`config.mk`:
```
export PLATFORM = sky130hd
export DESIGN_NAME = id_issue_scoreboard
export DESIGN_NICKNAME = d
export VERILOG_FILES = /design/src/rtl/id_issue_scoreboard_pkg.sv /design/src/rtl/id_issue_scoreboard_resolve.sv /design/src/rtl/id_issue_scoreboard.sv
export SDC_FILE = /design/constraint.sdc
export NUM_CORES = 1
export LEC_CHECK = 0
export ABC_AREA = 1
export CORE_MARGIN = 5
export CORE_UTILIZATION = 40
export CTS_CLUSTER_SIZE = 40
export DETAILED_ROUTE_END_ITERATION = 10
export DONT_BUFFER_PORTS = 1
export GPL_TIMING_DRIVEN = 1
export SLEW_MARGIN = 20
export SYNTH_ARGS = -nofsm -noshare
export SYNTH_HDL_FRONTEND = slang
export SYNTH_SLANG_ARGS = --single-unit
export TNS_END_PERCENT = 20
```
`constraint.sdc`:
```
create_clock -name clk -period 1.75 [get_ports clk]
set_clock_uncertainty 0.2 [all_clocks]
set_input_delay 0.175 -clock clk [delete_from_list [all_inputs] [get_ports clk]]
set_output_delay 0.175 -clock clk [all_outputs]
set_load 0.005 [all_outputs]
```
`src/rtl/id_issue_scoreboard_pkg.sv`:
```
// Shared types and encodings for the ID-stage issue scoreboard.
// Slots carry the destination register and the stage at which the result exists.
package id_issue_scoreboard_pkg;
    localparam int SB_REGW = 5;

    localparam logic [2:0] WT_EXE  = 3'b100;
    localparam logic [2:0] WT_MEM  = 3'b010;
    localparam logic [2:0] WT_WB   = 3'b001;
    localparam logic [2:0] WT_NONE = 3'b000;

    localparam logic [1:0] FWD_RF  = 2'd0;
    localparam logic [1:0] FWD_EXE = 2'd1;
    localparam logic [1:0] FWD_MEM = 2'd2;
    localparam logic [1:0] FWD_WB  = 2'd3;

    typedef struct packed {
        logic               v;
        logic [SB_REGW-1:0] wnum;
        logic [2:0]         wtype;
    } slot_t;
endpackage

```
`src/rtl/id_issue_scoreboard_resolve.sv`:
```
// Per-operand hazard resolver: finds the youngest in-flight writer of src
// and decides between forwarding from its stage or stalling.
module idsb_resolve
    import id_issue_scoreboard_pkg::*;
#(
    parameter int REGW = SB_REGW
) (
    input  logic [REGW-1:0] src,
    input  logic            rd_en,
    input  logic            early,
    input  slot_t           exe_slot,
    input  slot_t           mem_slot,
    input  slot_t           wb_slot,
    output logic            stall,
    output logic [1:0]      fwd
);
    logic hit_exe;
    logic hit_mem;
    logic hit_wb;

    assign hit_exe = exe_slot.v && (exe_slot.wnum == src);
    assign hit_mem = mem_slot.v && (mem_slot.wnum == src);
    assign hit_wb  = wb_slot.v  && (wb_slot.wnum  == src);

    // A pushed entry always has a nonzero wtype, so a WB hit is always usable.
    always_comb begin
        stall = 1'b0;
        fwd   = FWD_RF;
        if (rd_en && (src != '0)) begin
            if (hit_exe) begin
                if (exe_slot.wtype[2] && !early) fwd = FWD_EXE;
                else                             stall = 1'b1;
            end else if (hit_mem) begin
                if (mem_slot.wtype[2] || mem_slot.wtype[1]) fwd = FWD_MEM;
                else                                        stall = 1'b1;
            end else if (hit_wb) begin
                fwd = FWD_WB;
            end
        end
    end
endmodule

```
`src/rtl/id_issue_scoreboard.sv`:
```
// Decode-stage issue controller: shadows EXE/MEM/WB destinations, resolves
// RAW hazards per operand and counts stall cycles.
module id_issue_scoreboard
    import id_issue_scoreboard_pkg::*;
#(
    parameter int REGW  = SB_REGW,
    parameter int CNT_W = 16
) (
    input  logic             clk,
    input  logic             rst,
    input  logic             id_valid,
    input  logic [REGW-1:0]  id_rs,
    input  logic [REGW-1:0]  id_rt,
    input  logic [2:0]       id_read_type,
    input  logic [2:0]       id_write_type,
    input  logic [REGW-1:0]  id_wnum,
    input  logic             exe_allowin,
    input  logic             flush,
    output logic             id_ready,
    output logic             id_issue,
    output logic [1:0]       fwd_rs,
    output logic [1:0]       fwd_rt,
    output logic [CNT_W-1:0] stall_cnt
);
    slot_t exe_slot;
    slot_t mem_slot;
    slot_t wb_slot;
    slot_t push_slot;
    logic  rs_stall;
    logic  rt_stall;

    idsb_resolve #(.REGW(REGW)) u_rs (
        .src      (id_rs),
        .rd_en    (id_read_type[0]),
        .early    (id_read_type[2]),
        .exe_slot (exe_slot),
        .mem_slot (mem_slot),
        .wb_slot  (wb_slot),
        .stall    (rs_stall),
        .fwd      (fwd_rs)
    );

    idsb_resolve #(.REGW(REGW)) u_rt (
        .src      (id_rt),
        .rd_en    (id_read_type[1]),
        .early    (id_read_type[2]),
        .exe_slot (exe_slot),
        .mem_slot (mem_slot),
        .wb_slot  (wb_slot),
        .stall    (rt_stall),
        .fwd      (fwd_rt)
    );

    assign id_ready = !(rs_stall || rt_stall);
    assign id_issue = id_valid && id_ready && exe_allowin && !flush;

    // Writes to r0 or with no result are pushed as bubbles so they never match.
    always_comb begin
        push_slot.v     = id_issue && (id_wnum != '0) && (id_write_type != WT_NONE);
        push_slot.wnum  = id_wnum;
        push_slot.wtype = id_write_type;
    end

    always_ff @(posedge clk) begin
        if (rst) begin
            exe_slot  <= '0;
            mem_slot  <= '0;
            wb_slot   <= '0;
            stall_cnt <= '0;
        end else begin
            if (exe_allowin) begin
                wb_slot  <= mem_slot;
                mem_slot <= exe_slot;
                exe_slot <= push_slot;
            end
            if (id_valid && !id_ready && !flush && (stall_cnt != '1))
                stall_cnt <= stall_cnt + 1'b1;
        end
    end
endmodule

```
# == After elaboration in Yosys (flattened, before gate mapping) ==
# Cells that the tools add are included.
# totals
regBits,40
out_inout_bits,22
word_cells,61
inputBits,26
# op_classes
muxes,18
n_eq_ne,7
n_reduce_logical,26
n_addsub,1
# ops
op,n
$eq A5 B5 Y1,6
$mux W2,9
$logic_and A1 B1 Y1,17
$add A16 B1 Y16 const B,1
$ne A16 B16 Y1 const B,1
$reduce_bool A5 Y1,3
$mux W1,9
$logic_not A1 Y1,3
$reduce_bool A3 Y1,1
$logic_or A1 B1 Y1,2

# == Depth between registers and ports, before layout ==
# logic_depth
depth_word,12
mapped_depth,14

# == Cells and area by module ==
# Synthesis repeated with hierarchy kept, for this count alone.
# unflattened
hier_cells,446
hier_area_um2,2633.8
# by_module_without_submodules
module,cells_each,area_per_inst_um2,n_inst
id_issue_scoreboard,276,1908.1,1
idsb_resolve,85,362.8,2

# == Worst setup path before layout ==
# OpenSTA, ideal clock, no wires.
# synth_timing
path_kind,flip-flop to flip-flop
from,reg stall_cnt[0]
to,reg stall_cnt[7]
path_stages_with_launch,13
arrival_time_ps,1506
required_time_ps,1432
setup_slack_ps,-74
synth_period_minus_slack_ps,1824
setup_ps,118
n_path_buf,1
cell_sequence,dfxtp_1 -> ha_1 -> nand2_1 -> inv_1 -> nand2_1 -> inv_1 -> nand2_1 -> nor2_1 -> nand2_1 -> nand3_4 -> buf_6 -> nor3_1 -> nor2_1
# synth_via
elab_chain_cells,2
word_cells_on_any_way,3
classes_between,1 x add/sub; 1 x eq/ne; 1 x reduce/logical
# synth_rtl
element,line,text
"start, declared",id_issue_scoreboard.sv:23,output logic [CNT_W-1:0] stall_cnt
"start signal, assigned",id_issue_scoreboard.sv:77,stall_cnt <= stall_cnt + 1'b1;
"parallel branches: the longest is 2 deep, another holds $add A16 B1 Y16",n/a,
# Several ways; the timed one is not identified.
# A chain may end at the register's enable or synchronous reset.

# == Worst setup path after layout ==
# layout_timing
from,"reg, netlist name exe_slot[4]"
to,out id_issue
# layout_via
elab_chain_cells,9
word_cells_on_any_way,13
classes_between,2 x eq/ne; 4 x mux; 7 x reduce/logical
# layout_rtl
element,line,text
$eq A5 B5 Y1,id_issue_scoreboard_resolve.sv:21,assign hit_exe = exe_slot.v && (exe_slot.wnum == src);
$logic_and A1 B1 Y1,id_issue_scoreboard_resolve.sv:21,
$mux W1,id_issue_scoreboard_resolve.sv:30,if (hit_exe) begin
$mux W1,id_issue_scoreboard_resolve.sv:29,if (rd_en && (src != '0)) begin
$logic_or A1 B1 Y1 *,id_issue_scoreboard.sv:54,assign id_ready = !(rs_stall || rt_stall);
$logic_not A1 Y1 *,id_issue_scoreboard.sv:54,
$logic_and A1 B1 Y1 * (3 in series),id_issue_scoreboard.sv:55,assign id_issue = id_valid && id_ready && exe_allowin && !flush;
"end, declared",id_issue_scoreboard.sv:20,"output logic id_issue,"
# Every way passes the cells marked *; elsewhere a longest branch is shown, timed or not.

==> results.md <==
- Vias: 2575
- Post-Syn Instances: 366
- Worst path bufs/invs: 1
- Synth top cells by count: 84 x nand2_1, 52 x nor2_1, 50 x inv_1
- Post-detail-place hpwl: 5.33 mm
- Seq pwr share: 44.0%
- TritonCTS clock tree: built
- WP data required: 1.37 ns
- Clk sinks: 38
- Largest net degree at the start of global routing: 31
- Core area: 0.00557 mm^2
- Max-slew headroom: 39.0%
- Max Cap Violations: 0
- Power, Total: 2.12 mW
- Flop and latch count out of synthesis: 38
- Power Density: 648 mW/mm^2
- Die area: 0.00744 mm^2
- Status: complete, but fails checks
- Initial antenna violation count: 0
- DRT Pass-1 Iters: 4
- DR vias/cell: 5.03
- Final core occ: 58.7%
- Final worst slack: -0.341 ns
- Switching share of total power: 24.7%
- Synth Area per Inst: 6.35 um^2
- First-pass GRT wire length: 11.7 mm
- Grt ovf: 0
- Pleak: 1.39 nW
- Proportion of power drawn by combinational gates: 13.4%
- Worst hold path class: in2reg
- Yosys warns: 0
- Die X: 86.2 um
- Row Count: 27
- Vias in the first global route: 2519
- Initial Utilization: 41.7%
- Post-layout net count: 465
- Arrival @ worst endpoint: 1.72 ns
- Crit-path cells: nand2_1 > nand2_1 > nor2_2 > nand3_2 > nor2_2 > nor2_1 > nand2_2 > nand2_4 > nor4_2 > buf_4
- Netlist Area Pre-Place: 0.00232 mm^2
- Setup Crit Path Kind: reg2out
- Avg WL per Cell: 14.4 um
- CP peak stage delay: 0.34 ns
- Cell family with the largest share of critical-path delay: simple AND/OR/NAND/NOR gates
- Top-area cell type share of the netlist area: 32.7%
- Ranking of synthesized cells by area: dfxtp_1 33%, nand2_1 14%, nor2_1 8.4%, inv_1 8.1%, o21ai_0 6.0%
- DRT Wirelength: 7.39 mm
- Fin Setup TNS: -4.73 ns
- Initial drt markers: 134
- Clock buffer count from CTS: 5
- I/O pin cnt: 48
- Finished Layout Cells: 512
- GR Util All Layers: 19.5%
- Htree depth: 2
- Routability cong.: 0.856
- DRT antenna net count: 0
- Tightest Pin Transition: 0.916 ns
- Highest-delay cell along the critical path: dfxtp_2
- Die Height: 86.2 um
- Clock share of power: 42.6%
- Library cells used by synthesis: 31
- Ys async rst share: 0%
- RSZ-0062 raised after global routing: yes
- Share of cells above drive strength 1: 33.7%
- Psw: 0.523 mW
- Worst vdd ir: 0.407 mV
- Post-route DRC violation count: 0
- Number of synthesized flops with an enable pin: 0
- Peak Freq: 0.478 GHz
- Clock latency on the worst-skew pair: 0.29 ns
- Placed cells: 483
- Hold Violations, Final: 0
- # setup viols final: 23
- Critical path startpoint category: flip-flop
- Crit path time final: 2.09 ns
- Layout area overhead: 40.6%
- Violated checks: negative setup slack
- Final period util: 119%
- Root buf cell: clkbuf_8
- Synthesized net count: 393
- Int Pwr: 1.60 mW
- Fin. max-slew vios: 0
- CP Capture Type: output pin
- Port bufs: 0
- Crit path max fanout: 3
- Worst hold margin: 0.0242 ns
- CTS clk-pin slew, worst paths: 0.08 ns
- Main synth FF type: dfxtp_1
- Most common cell in the netlist: nand2_1
- Post-synth top area cell: dfxtp_1
- Sequential area share after synthesis: 32.7%
- CTS max path bufs: 2
- Fillers: 542
-- through the flow --
step,instance area (um^2),setup slack (ns)
2_1_floorplan,2330,-0.0108
3_3_place_gp,2780,-0.193
3_5_place_dp,2780,-0.210
4_1_cts,3120,-0.304
5_1_grt,3270,-0.424
6_report,3270,-0.341
-- power groups by stage --
stage | clock (mW) | sequential, mW | combinational [mW]
finish | 0.903 | 0.933 | 0.283
global route | 0.964 | 0.937 | 0.314
CTS | 0.920 | 0.930 | 0.261
floorplan | 0 | 0.937 | 0.154
global placement | 0 | 0.944 | 0.218
detailed placement | 0 | 0.946 | 0.218
-- metal layers --
layer / global-route usage [%] / routed length [um] / vias to the layer above
met4: 7.37 / 236 / 0
met2: 33.1 / 3530 / 67
met3: 5.42 / 436 / 22
met1: 23.5 / 3190 / 1155
met5: 0 / 0 / -
li1: - / - / 1331
-- cells by family (layout without fill, tap and decap cells) --
group	count (synthesis)	count (layout)	share of synthesized area, %
AO/OA/AOI/OAI	71	71	17.3
flip-flops	38	38	32.7
buffers and inverters	64	136	10.7
AND/OR/NAND/NOR	179	180	33.9
adder cells (fa/ha/maj)	1	1	0.538
other	0	1	0
XOR/XNOR	13	13	4.90
-- sequential cells by signal, indices dropped and copies added (netlist names) --
| signal | flops |
|---|---|
| exe_slot | 8 |
| wb_slot | 6 |
| mem_slot | 8 |
| stall_cnt | 16 |
-- worst paths after layout --
path              cells past startpoint        start             to  slack (ns)
setup / recovery                     10  exe_slot[4]       id_issue       -0.34
hold reg to reg                       2  exe_slot[1]    mem_slot[1]        0.30
hold / removal                        4          rst  stall_cnt[11]        0.02
setup reg to reg                     13  exe_slot[4]  stall_cnt[15]       -0.25
-- worst min-delay path: stages --
cell and delay [ns]:
inv_1 0.03, buf_4 0.17, nand2_1 0.07, nor2_1 0.03
-- final cells by class --
cell class | count | area (um^2) | area share (%)
Timing Repair Buffer | 72 | 582 | 17.8
Tap cell | 72 | 90.1 | 2.76
Sequential cell | 38 | 783 | 24.0
Clock buffer | 5 | 68.8 | 2.10
Multi-Input combinational cell | 265 | 1460 | 44.6
Clock inverter | 3 | 68.8 | 2.10
Antenna cell | 1 | 2.50 | 0.0765
Inverter | 56 | 215 | 6.58
-- timing repair --
action / 4_1_cts / 5_1_grt
pin swaps: 6 / 8
resized for setup: 27 / 39
cloned: 0 / 1
setup buffers: 6 / 2
hold endpoints to repair: 30 / 0
endpoints found under the setup margin: 23 / 27
hold buffers: 11 / 0
-- placed cells by master, fill, tap and decap left out, types with 11 or more instances in the layout --
cell      n
buf_4    58
nand2_2  11
inv_1    41
o21ai_0  24
inv_2    13
dfxtp_1  24
nand2_1  76
a21oi_1  18
dfxtp_2  12
nor2_1   45
Power figures use the tool's default switching activity.
==> patch 1: new RTL, same flow settings <==
The package constant `SB_REGW` goes from 5 to 4.
--- a/src/rtl/id_issue_scoreboard_pkg.sv
+++ b/src/rtl/id_issue_scoreboard_pkg.sv
@@ -1,7 +1,7 @@
 // Shared types and encodings for the ID-stage issue scoreboard.
 // Slots carry the destination register and the stage at which the result exists.
 package id_issue_scoreboard_pkg;
-    localparam int SB_REGW = 5;
+    localparam int SB_REGW = 4;
 
     localparam logic [2:0] WT_EXE  = 3'b100;
     localparam logic [2:0] WT_MEM  = 3'b010;
Interface: changed (resized id_rs, id_rt and id_wnum); port bits go from 48 to 45. No check against the original RTL was run, so the function may have changed too.
==> patch 1 against the unedited design <==
- via count shrank 6.4%
- sequential cell count decreased by 3
- the run still ends with negative setup slack left
- critical path type unchanged
- final area down 5.2%
- total power decreased by 16%
- setup slack better by 7.9 ps
- wire length fell by 4.1%
- synthesized area down 3.9%
- fmax up 0.38%
==> patch 1: results (changes against the unedited design) <==
dpl cell area=0.00264 mm² (was 0.00278 mm²); number of diodes=0 (was 1); syn_nets=357 (was 393); count of cell types in the netlist=30 (was 31); GR Util met1=26.0% (was 23.5%); status=finished, violations left (unchanged); top post-synthesis cells by area=dfxtp_1, nand2_1, nor2_1 (unchanged); first-pass GRT wire length=11400 µm (was 11700 µm); M1 wire length=3260 µm (was 3190 µm); setup TNS=-5870 ps (was -4730 ps); Synth Area in XOR/XNOR=7.05% (was 4.90%); Placer Congestion=0.941 (was 0.856); Leak Pwr=1.25 nW (was 1.39 nW); endpoints failing setup=22 (was 23); VDD IR max=0.300 mV (was 0.407 mV); initial antenna violation count=0 (unchanged); min setup slack post-route=-333 ps (was -341 ps); area share of fa/ha/maj cells after synthesis=0.560% (was 0.538%); Top Registers=stall_cnt x16, exe_slot x7, mem_slot x7 (was stall_cnt x16, exe_slot x8, mem_slot x8); register area share after synthesis=31.4% (was 32.7%); met3 Use GR=6.58% (was 5.42%); drt initial violations=192 (was 134); Int Pwr=0.00130 W (was 0.00160 W); Clk pwr share=37.4% (was 42.6%); met2 GRT Util=30.7% (was 33.1%); DP HPWL=4860 µm (was 5330 µm); metal2 WL=3320 µm (was 3530 µm); Vias=2411 (was 2575); Cells after DPL=442 (was 483); Synth Instances=333 (was 366); dpl ws=-231 ps (was -210 ps); WL/cell=14.9 µm (was 14.4 µm); Final Instance Count excl. Fillers=474 (was 512); most frequent cells after synthesis=nand2_1, nor2_1, inv_1 (unchanged); Slew @ Worst Pin=866 ps (was 916 ps); violated checks=negative setup slack (unchanged); nets@finish=425 (was 465); post-synthesis compound-gate area fraction=15.6% (was 17.3%); largest net degree at the start of global routing=25 (was 31); Power Total=0.00177 W (was 0.00212 W); layout cells sized above 1=35.8% (was 33.7%); met3 WL=426 µm (was 436 µm)
==> patch 1: timing repair <==
item                                    4_1_cts  5_1_grt
hold buffers                                  9        0
pin swaps                                     8        4
endpoints found under the setup margin       23       23
setup buffers                                11        6
hold endpoints to repair                     33        0
gates resized for setup                      33       23
==> patch 1: area by class of cell <==
class                   count  area, µm²
clock buffers               8        100
fillers                   543       2370
inverters                  44        170
multi-input cells         243       1430
flip-flops and latches     35        719
well taps                  72       90.1
repair buffers             72        594
==> patch 1: final timing paths <==
kind / startpoint / endpoint / slack [ps] / cells after the start
worst max-delay path: exe_slot[3] / id_issue / -330 / 11
worst min-delay path: id_write_type[0] / exe_slot[7] / 60 / 3
worst max register to register: mem_slot[4] / stall_cnt[0] / -330 / 15
worst min register to register: exe_slot[1] / mem_slot[1] / 300 / 2
==> patch 1: logic make-up after synthesis <==
family | Yosys count
and+or+nand+nor | 164
AOI/OAI and AO/OA | 60
buffers and inverters | 55
DFF | 35
xor gates and xnor gates | 18
adders and majority gates | 1
==> patch 2: new RTL, same settings <==
Without the edit above. Make the reset (`rst`) asynchronous in one clocked block.
--- a/src/rtl/id_issue_scoreboard.sv
+++ b/src/rtl/id_issue_scoreboard.sv
@@ -61,7 +61,7 @@
         push_slot.wtype = id_write_type;
     end
 
-    always_ff @(posedge clk) begin
+    always_ff @(posedge clk or posedge rst) begin
         if (rst) begin
             exe_slot  <= '0;
             mem_slot  <= '0;
Formal check against the unedited RTL: differs if rst is asserted again (counterexample within 4 cycles, from zero or initial values and one cycle with rst high); with rst held inactive, the same outputs for 10 cycles.
==> patch 2 against the unedited design <==
- the run still ends with negative setup slack left
- utilization fell by 2.5 points
- total power rose by 15%
- sequential cell count did not move
- wire length rose by 3.6%
- sequential power rose by 6.9%
- synthesized area rose by 9.5%
- global-route usage fell by 0.66 points
- setup slack got worse by 7.9 ps
- fmax fell by 0.38%
- final area rose by 7.8%
- critical path depth did not move
- clock power rose by 5.3%
- critical path type unchanged
- largest cell class unchanged
- largest power group unchanged
==> patch 2: results (changes against the unedited design) <==
syn_nets=380 (was 393); wirelength, routed=7660 µm (was 7390 µm); non-clock inverter count in the final layout=42 (was 56); Rel. slew slack=56.5% (was 39.0%); comb_multi_in=266 (was 265); drt initial violations=111 (was 134); violated checks=negative setup slack (unchanged); CLK BUF=6 (was 5); M1 wire length=3170 µm (was 3190 µm); metal2 WL=3870 µm (was 3530 µm); met2 GRT Util=31.8% (was 33.1%); nets@finish=454 (was 465); DP HPWL=5260 µm (was 5330 µm); hold path depth=6 (was 4); vias in the first global route=2585 (was 2519); Vias=2539 (was 2575); endpoints failing setup=23 (unchanged); Clock group=0.000951 W (was 0.000903 W); register area share after synthesis=37.3% (was 32.7%); FILL cells=581 (was 542); gr usage total=18.9% (was 19.5%); largest net degree at the start of global routing=39 (was 31); area share of fa/ha/maj cells after synthesis=0.491% (was 0.538%); GR Util met1=23.8% (was 23.5%); met3 WL=470 µm (was 436 µm); RR Endpoint=exe_slot[3] (was stall_cnt[15]); first-pass GRT wire length=12700 µm (was 11700 µm); reg2reg path depth=12 (was 13); status=finished, violations left (unchanged); Placer Congestion=0.851 (was 0.856); fraction of area in multi-input gates=43.6% (was 44.6%); Reg2Reg Setup Slack=-340 ps (was -250 ps); Largest stage delay, worst path=420 ps (was 340 ps); Leak Pwr=1.74 nW (was 1.39 nW); sequential cell count=38 (unchanged); Synth Area in XOR/XNOR=6.88% (was 4.90%); VDD IR max=0.365 mV (was 0.407 mV); most frequent cells after synthesis=nand2_1, dfrtp_1, inv_1 (was nand2_1, nor2_1, inv_1); count of cell types in the netlist=29 (was 31); layout cells sized above 1=34.6% (was 33.7%); switching share of power=26.8% (was 24.7%); min setup slack post-route=-349 ps (was -341 ps); Worst Hold End=exe_slot[8] (was stall_cnt[11]); buffer share of cell area=18.1% (was 17.8%); Clock buf/inv share=4.05% (was 4.21%); Slowest-stage cell, CP=dfrtp_1 (was dfxtp_2)
==> patch 2: cell types whose count changed after synthesis, moves of 11 or more <==
cell     before  now
nand3_1      13   24
nor2_1       52   27
dfxtp_1      38    0
inv_1        50   31
a21oi_1      26    4
dfrtp_1       0   38
nand2_1      84  110
nand2_2       3   15
==> patch 2: critical path: cells and delay by family, from the launching register on <==
family        cells  cell delay, ps
simple gates      9             920
flops             1             420
buf+inv           1              80
==> patch 2: per-stage QoR <==
step | power (W) | instance area, µm² | instances | TNS (ps)
global route | 0.00254 | 3520 | 505 | -7180
global placement | 0.00136 | 2950 | 464 | -884
detailed placement | 0.00137 | 2950 | 464 | -1270
floorplan | 0.00124 | 2570 | 353 | 0
finish | 0.00243 | 3520 | 505 | -5340
CTS | 0.00242 | 3410 | 501 | -4130
==> patch 2: timing repair <==
action,4_1_cts,5_1_grt
cloned,0,1
hold buffers,17,0
hold endpoints to repair,60,0
buffers inserted,12,3
endpoints found under the setup margin,22,24
pin swaps,6,7
resized for setup,20,25
